[src/rtl/serial_subtractor_pkg.sv]
// Shared constants for the bit-serial subtractor: FSM state encoding and default width.
package serial_subtractor_pkg;

    localparam int DEFAULT_WIDTH = 8;

    localparam logic [1:0] ST_IDLE = 2'd0;
    localparam logic [1:0] ST_RUN  = 2'd1;
    localparam logic [1:0] ST_DONE = 2'd2;

endpackage

[src/rtl/full_adder.sv]
// One-bit full adder built from two half adders; the only arithmetic cell of the serial datapath.
module full_adder (
    input  logic a_i,
    input  logic b_i,
    input  logic cin_i,
    output logic sum_o,
    output logic cout_o
);

    logic partSum;
    logic partCarry;
    logic lateCarry;

    half_adder uHa0 (
        .a_i (a_i),
        .b_i (b_i),
        .s_o (partSum),
        .c_o (partCarry)
    );

    half_adder uHa1 (
        .a_i (partSum),
        .b_i (cin_i),
        .s_o (sum_o),
        .c_o (lateCarry)
    );

    assign cout_o = partCarry | lateCarry;

endmodule

[src/rtl/half_adder.sv]
// One-bit half adder: the basic cell that full_adder is composed from.
module half_adder (
    input  logic a_i,
    input  logic b_i,
    output logic s_o,
    output logic c_o
);

    assign s_o = a_i ^ b_i;
    assign c_o = a_i & b_i;

endmodule

[src/rtl/serial_subtractor.sv]
// Bit-serial D = A - B: one full adder fed A and ~B with carry seeded to 1, LSB first over WIDTH cycles.
module serial_subtractor
    import serial_subtractor_pkg::*;
#(
    parameter int WIDTH = DEFAULT_WIDTH
) (
    input  logic             clk,
    input  logic             rst_n,
    input  logic             START,
    input  logic [WIDTH-1:0] A,
    input  logic [WIDTH-1:0] B,
    output logic             BUSY,
    output logic             DONE,
    output logic [WIDTH-1:0] D,
    output logic             BORROW,
    output logic             OVF
);

    localparam int CNT_W = $clog2(WIDTH);
    localparam logic [CNT_W-1:0] CNT_LAST = CNT_W'(WIDTH - 1);

    logic [1:0]       state_q, state_d;
    logic [WIDTH-1:0] aShift_q, aShift_d;
    logic [WIDTH-1:0] bShift_q, bShift_d;
    logic [WIDTH-1:0] dShift_q, dShift_d;
    logic             carry_q, carry_d;
    logic [CNT_W-1:0] cnt_q, cnt_d;
    logic             aMsb_q, aMsb_d;
    logic             bMsb_q, bMsb_d;
    logic [WIDTH-1:0] dOut_q, dOut_d;
    logic             borrow_q, borrow_d;
    logic             ovf_q, ovf_d;

    logic faSum;
    logic faCout;

    full_adder uFa (
        .a_i    (aShift_q[0]),
        .b_i    (~bShift_q[0]),
        .cin_i  (carry_q),
        .sum_o  (faSum),
        .cout_o (faCout)
    );

    // Result registers load on the last RUN step so they are already valid in the DONE cycle.
    always_comb begin
        state_d  = state_q;
        aShift_d = aShift_q;
        bShift_d = bShift_q;
        dShift_d = dShift_q;
        carry_d  = carry_q;
        cnt_d    = cnt_q;
        aMsb_d   = aMsb_q;
        bMsb_d   = bMsb_q;
        dOut_d   = dOut_q;
        borrow_d = borrow_q;
        ovf_d    = ovf_q;
        case (state_q)
            ST_IDLE: begin
                if (START) begin
                    aShift_d = A;
                    bShift_d = B;
                    carry_d  = 1'b1;
                    cnt_d    = '0;
                    aMsb_d   = A[WIDTH-1];
                    bMsb_d   = B[WIDTH-1];
                    state_d  = ST_RUN;
                end
            end
            ST_RUN: begin
                aShift_d = {1'b0, aShift_q[WIDTH-1:1]};
                bShift_d = {1'b0, bShift_q[WIDTH-1:1]};
                dShift_d = {faSum, dShift_q[WIDTH-1:1]};
                carry_d  = faCout;
                cnt_d    = cnt_q + CNT_W'(1);
                if (cnt_q == CNT_LAST) begin
                    dOut_d   = {faSum, dShift_q[WIDTH-1:1]};
                    borrow_d = ~faCout;
                    ovf_d    = (aMsb_q ^ bMsb_q) & (faSum ^ aMsb_q);
                    state_d  = ST_DONE;
                end
            end
            ST_DONE: state_d = ST_IDLE;
            default: state_d = ST_IDLE;
        endcase
    end

    always_ff @(posedge clk) begin
        if (!rst_n) begin
            state_q  <= ST_IDLE;
            aShift_q <= '0;
            bShift_q <= '0;
            dShift_q <= '0;
            carry_q  <= 1'b0;
            cnt_q    <= '0;
            aMsb_q   <= 1'b0;
            bMsb_q   <= 1'b0;
            dOut_q   <= '0;
            borrow_q <= 1'b0;
            ovf_q    <= 1'b0;
        end else begin
            state_q  <= state_d;
            aShift_q <= aShift_d;
            bShift_q <= bShift_d;
            dShift_q <= dShift_d;
            carry_q  <= carry_d;
            cnt_q    <= cnt_d;
            aMsb_q   <= aMsb_d;
            bMsb_q   <= bMsb_d;
            dOut_q   <= dOut_d;
            borrow_q <= borrow_d;
            ovf_q    <= ovf_d;
        end
    end

    assign BUSY   = (state_q == ST_RUN) || (state_q == ST_DONE);
    assign DONE   = (state_q == ST_DONE);
    assign D      = dOut_q;
    assign BORROW = borrow_q;
    assign OVF    = ovf_q;

endmodule

[config.mk]
export PLATFORM = sky130hd
export DESIGN_NAME = serial_subtractor
export DESIGN_NICKNAME = d
export VERILOG_FILES = /design/src/rtl/serial_subtractor_pkg.sv /design/src/rtl/full_adder.sv /design/src/rtl/half_adder.sv /design/src/rtl/serial_subtractor.sv
export SDC_FILE = /design/constraint.sdc
export NUM_CORES = 1
export LEC_CHECK = 0
export BUFFER_PORTS_ARGS = -buffer_cell sky130_fd_sc_hd__buf_2
export CORE_MARGIN = 2
export CORE_UTILIZATION = 44
export CTS_CLUSTER_DIAMETER = 80
export DETAILED_ROUTE_END_ITERATION = 8
export HOLD_SLACK_MARGIN = 0.12
export PLACE_DENSITY = 0.74
export SLEW_MARGIN = 10
export SYNTH_ARGS = -nofsm -noshare
export SYNTH_HDL_FRONTEND = slang
export SYNTH_SLANG_ARGS = --single-unit
[constraint.sdc]
create_clock -name clk -period 1.4 [get_ports clk]
set_input_delay 0.21 -clock clk [delete_from_list [all_inputs] [get_ports clk]]
set_output_delay 0.21 -clock clk [all_outputs]
set_load 0.03 [all_outputs]
# ---- Word-level counts from Yosys, hierarchy flattened
# Index checks and enable logic that the tools add are counted.
dict set report totals {
  reg_bits 42
  in_bits 19
  wordCells 45
}
dict set report op_classes {
  addsub 1
  n_eq_ne 5
  n_mux 11
  bitwise 10
  reduce_logical 7
}
# op n
set ops {}
lappend ops {{8-bit case mux with 2 select lines} 2}
lappend ops {{8-bit two-way mux} 2}
lappend ops {{2-bit AND reduction} 4}
lappend ops {{3-bit case mux with 2 select lines} 1}
lappend ops {{2-bit two-way mux} 2}
lappend ops {{2-bit != test, second input constant} 2}
lappend ops {{2-bit case mux with 2 select lines} 1}
lappend ops {{1-bit XOR} 4}
lappend ops {{3-bit by 1-bit adder with 3-bit output, second input constant} 1}
lappend ops {{1-bit AND} 3}
lappend ops {{3-bit equality test, second input constant} 1}
lappend ops {{3-bit two-way mux} 1}
lappend ops {{2-bit by 1-bit equality test with 1-bit output, second input constant} 1}
lappend ops {{2-bit equality test, second input constant} 1}
lappend ops {{2-bit zero test} 1}
lappend ops {{1-bit NOT} 2}
lappend ops {{1-bit case mux with 2 select lines} 1}
lappend ops {{2-bit nonzero test} 1}
lappend ops {{1-bit logical OR} 1}
lappend ops {{1-bit two-way mux} 1}
lappend ops {{1-bit OR} 1}

# ---- Depth between registers and ports, before layout
dict set report depth {
  word_depth 5
  ltp_mapped 7
  ltp_nobuf 5
}

# ---- Hierarchy
# Synthesis repeated with hierarchy kept, for this count alone.
dict set report hier_totals {
  hier_cells 188
  hier_area_um2 1845.5
}
# module n_inst cells_per_inst area_per_inst_um2 seq_area_each_um2
set modules_own_cells {}
lappend modules_own_cells {serial_subtractor 1 185 1814.2 820.8}
lappend modules_own_cells {half_adder 2 1 12.5 0.0}
lappend modules_own_cells {full_adder 1 1 6.3 0.0}

# ---- Worst setup path before layout
# No wires, ideal clock.
dict set report synth_path {
  path_type {register -> register}
  startpoint {register state_q[0]}
  endpoint {register aShift_q[1]}
  arrival_ns 1.366
  slack_ns -0.082
  path_stages_with_launch 7
  path_buffers 2
  synth_period_minus_slack_ns 1.482
  path_cell_list {dfxtp_1 > inv_1 > ha_1 > buf_6 > mux2_4 > buf_6 > o211a_1}
}
dict set report synth_between {
  elab_chain_cells 3
  word_cells_on_any_way 6
  cone_classes {eq/ne (2); mux (1); reduce/logical (3)}
}
# element line_no
set synth_lines {}
lappend synth_lines {{from (decl)} serial_subtractor.sv:22} ;# logic [1:0] state_q, state_d;
lappend synth_lines {{from (signal assigned)} serial_subtractor.sv:102} ;# state_q <= state_d;
lappend synth_lines {{2-bit by 1-bit equality test with 1-bit output or 2-bit zero test (tied branches)} serial_subtractor.sv:58} ;# case (state_q)
lappend synth_lines {{2-bit nonzero test (no source line) or 2-bit != test (tied branches)} --}
lappend synth_lines {{2-bit AND reduction (no source line)} --}
lappend synth_lines {{to (signal assigned)} serial_subtractor.sv:103} ;# aShift_q <= aShift_d;
lappend synth_lines {{to (decl)} serial_subtractor.sv:23} ;# logic [WIDTH-1:0] aShift_q, aShift_d;
# Parallel ways exist; a longest one is shown, timed or not.
# A chain may end at the register's enable or synchronous reset.

# ---- Worst setup path in the final report
dict set report layout_path {
  startpoint {register state_q[0]}
  endpoint {output BUSY}
}
dict set report layout_between {
  elab_chain_cells 2
  word_cells_on_any_way 3
  cone_classes {eq/ne (2); reduce/logical (1)}
}
# element line_no
set layout_lines {}
lappend layout_lines {{2-bit by 1-bit equality test with 1-bit output or 2-bit equality test (tied branches)} serial_subtractor.sv:116} ;# assign BUSY = (state_q == ST_RUN) || (state_q == ST_DONE);
lappend layout_lines {{1-bit logical OR *} serial_subtractor.sv:116}
lappend layout_lines {{to (decl)} serial_subtractor.sv:12} ;# output logic BUSY,
# Every way passes the cells marked *; elsewhere a longest branch is shown, timed or not.

==> reports/results.txt <==
Status - completed
Syn_nets - 211
Sw power - 0.0006555 W
Post-Synth Simple-Gate Area - 15.14%
Share of cells above drive strength 1 - 28.89%
CTS Buffer Depth - 2
CP required - 1.19 ns
Avg Inst Size Synth - 9.862 µm²
Startpoint class of the critical path - flip-flop
Main combinational cell family by area after synthesis - compound AO/OA/AOI/OAI gates
Clock latency at the later pin of the worst-skew pair - 0.29 ns
Final core utilization - 56.58%
Filler cells - 357
Highest clock rate - 736.4 MHz
Die width - 68.57 µm
Synthesized cell area - 1834 µm²
Post-CTS Setup Bufs - 0
Top delay family on crit path - flip-flops
Height of the chip - 68.57 µm
Drt pass-1 iters - 4
Synth warn - 0
Post-detail-place hpwl - 2326 µm
Setup_tns - 0 ns
Synth top area share - 44.75%
Core area - 4000 µm²
DRT Wirelength - 3510 µm
Final min period - 1.358 ns
PD cells - 1142 nW/µm²
Pins Over Slew Limit - 0
Sequential power share - 49.5%
Number of global-route vias before repair - 1263
Via count - 1391
XOR/XNOR Fraction of Synth Area - 0%
GRT overflow - 0
Post-Syn Instances - 186
Number of H-tree levels - 2
Cell Rows - 23
GPL Wtd Cong - 0.7808
LEAKAGE - 1.063 nW
Critical path launch point - state_q[0]
PortBufs - 30
R2R Path Start - state_q[0]
CTS root buf - clkbuf_8
Die area - 4701 µm²
Crit-path slowest cell - dfxtp_2
Maximum number of pins on one net before global-route repair - 29
1st-iter DRT viols - 42
Inserted Clock Buffers - 5
Initial Util - 45.86%
RSZ-0062 raised after global routing - false
Wire per inst - 12.76 µm
Layout Skew - 0.009503 ns
Sw Ratio - 25.36%
Place WS - -0.08475 ns
Ant diodes - 0
Worst path cell trace - inv_2 > ha_4 > buf_2
CTS tree - done
I/O pin total - 31
Final Setup Violations - 0
Final Hold Vio Count - 0
Top post-synthesis cells by area - dfxtp_1, mux2i_1, nand2_1, o211a_1, a21boi_0
Layout Area Growth over Synthesis - 23.40%
Setup crit end kind - primary output
Adder-cell share of the synthesized area - 4.502%
Worst Path Buf+Inv - 2
Hold path startpoint - B[7]
Remaining DRCs - 0
WP data arrival - 1.15 ns
Max Cap Violations - 0
Least-Margin Pin Slew - 0.3037 ns
Peak supply drop - 0.9434 mV
Crit Path Category - reg2out
Post-layout net count - 249
Seq/Total Area, Yosys - 44.75%
Post-synthesis register bit count - 41
Clock sinks - 41
Global-route wire length before repair - 5499 µm
Synth cell types - 27
Synth area leader - dfxtp_1
Relative slew slack - 79.75%
Crit path max fanout - 2
Vias/cell - 5.058
Number of routed nets with antenna violations - 0
Tightest Hold Check Type - in2reg
Tcrit/Tclk final - 96.99%
Int Power - 0.001929 W
Global Route Usage Sum - 15.89%
Mux cell area share after synthesis - 12.82%
Initial antenna violation count - 0
Clock share of power - 32.5%
Setup ws final - 0.04209 ns
Clk slew on worst S/H paths - 0.07 ns
Post-synthesis compound-gate area fraction - 17.26%
Combinational Power Share - 18.0%
CP peak stage delay - 0.37 ns
## cell usage after synthesis
cell,n
dfxtp_1,41
nand2_1,38
mux2i_1,22
o211a_1,14
nor2b_1,12
a21boi_0,11
ha_1,5
inv_1,5
o21ai_0,5
a21oi_1,4
buf_6,4
clkbuf_1,4
buf_2,3
a32o_1,2
a32oi_1,2
nand3_1,2
nor2_1,2
and2_1,1
and3_1,1
and3b_1,1
buf_4,1
fa_1,1
mux2_4,1
nand2b_1,1
nand3b_1,1
o221a_2,1
or2b_1,1
## registers in the layout (all words and copies together) (netlist names)
name      flops
OVF           1
carry_q       1
state_q       2
aMsb_q        1
D             8
BORROW        1
dShift_q      7
aShift_q      8
cnt_q         3
bMsb_q        1
bShift_q      8
## metrics by stage
stage	hold WS [ns]	power [W]	std cells	cell area, µm²
after CTS	0.2284	0.002553	272	2175
after floorplan	0.3539	0.001612	186	1849
after global placement	0.4477	0.001702	264	2067
after detailed placement	0.4558	0.001711	264	2067
after global routing	0.2480	0.002721	275	2263
final	0.2372	0.002584	275	2263
## layout by cell type, fill, tap and decap left out, drive strengths merged
| cell type | count |
|---|---|
| a21boi | 11 |
| o221a | 1 |
| mux2i | 22 |
| o21ai | 5 |
| a32o | 2 |
| and2 | 1 |
| nor2b | 12 |
| nand2b | 1 |
| nand3b | 1 |
| and3 | 1 |
| nor2 | 2 |
| nand2 | 38 |
| o211a | 14 |
| clkinv | 1 |
| nand3 | 2 |
| ha | 5 |
| fa | 1 |
| clkbuf | 8 |
| and3b | 1 |
| a32oi | 2 |
| buf | 40 |
| a21oi | 4 |
| inv | 5 |
| dfxtp | 41 |
| or2b | 1 |
| mux2 | 3 |
## routing by layer
metal / vias to the layer above / global-route usage [%] / wire length (µm)
met5: - / 0 / 0
met4: 0 / 7.500 / 40
met3: 5 / 4.383 / 182
met2: 31 / 26.92 / 1640
met1: 636 / 18.45 / 1646
li1: 719 / - / -
## worst reg2reg max path, cell delays in order, from the launching register on
cell and delay, ns:
dfxtp_2 0.34, inv_2 0.07, ha_4 0.20, mux2_4 0.37, o221a_2 0.27
## cells by family (layout without fill, tap and decap cells)
family / Yosys count / count (layout)
AND/OR/NAND/NOR: 60 / 60
flip-flops: 41 / 41
AO/OA/AOI/OAI: 39 / 39
multiplexers: 23 / 25
buffers and inverters: 17 / 54
adder cells (fa/ha/maj): 6 / 6
## worst paths after layout
check             to  slack, ns  depth (start not counted)
max reg2reg  carry_q       0.05                          4
min           bMsb_q       0.24                          3
min reg2reg     D[1]       0.46                          2
max             BUSY       0.04                          3
## area by class of cell
| cell class | count | area (µm²) | area share [%] |
|---|---|---|---|
| multi-input cells | 130 | 985.9 | 43.56 |
| flip-flops and latches | 41 | 823.3 | 36.37 |
| repair buffers | 41 | 269.0 | 11.89 |
| clock buffers | 7 | 96.34 | 4.256 |
| well taps | 50 | 62.56 | 2.764 |
| inverters | 5 | 21.27 | 0.9397 |
| clock inverters | 1 | 5.005 | 0.2211 |
## power by group through the flow
stage	clock network, W	logic (W)	registers (W)
floorplan	0	0.000319	0.00129
global placement	0	0.000401	0.00130
detailed placement	0	0.000408	0.00130
CTS	0.000865	0.000412	0.00128
global route	0.000920	0.000514	0.00129
finish	0.000839	0.000466	0.00128
## what timing repair did
action	in CTS	in global routing
hold buffers	0	0
gates resized for setup	3	12
gates cloned	0	3
setup endpoints to repair	26	26
pin swaps	1	2
Power figures use the tool's default switching activity.
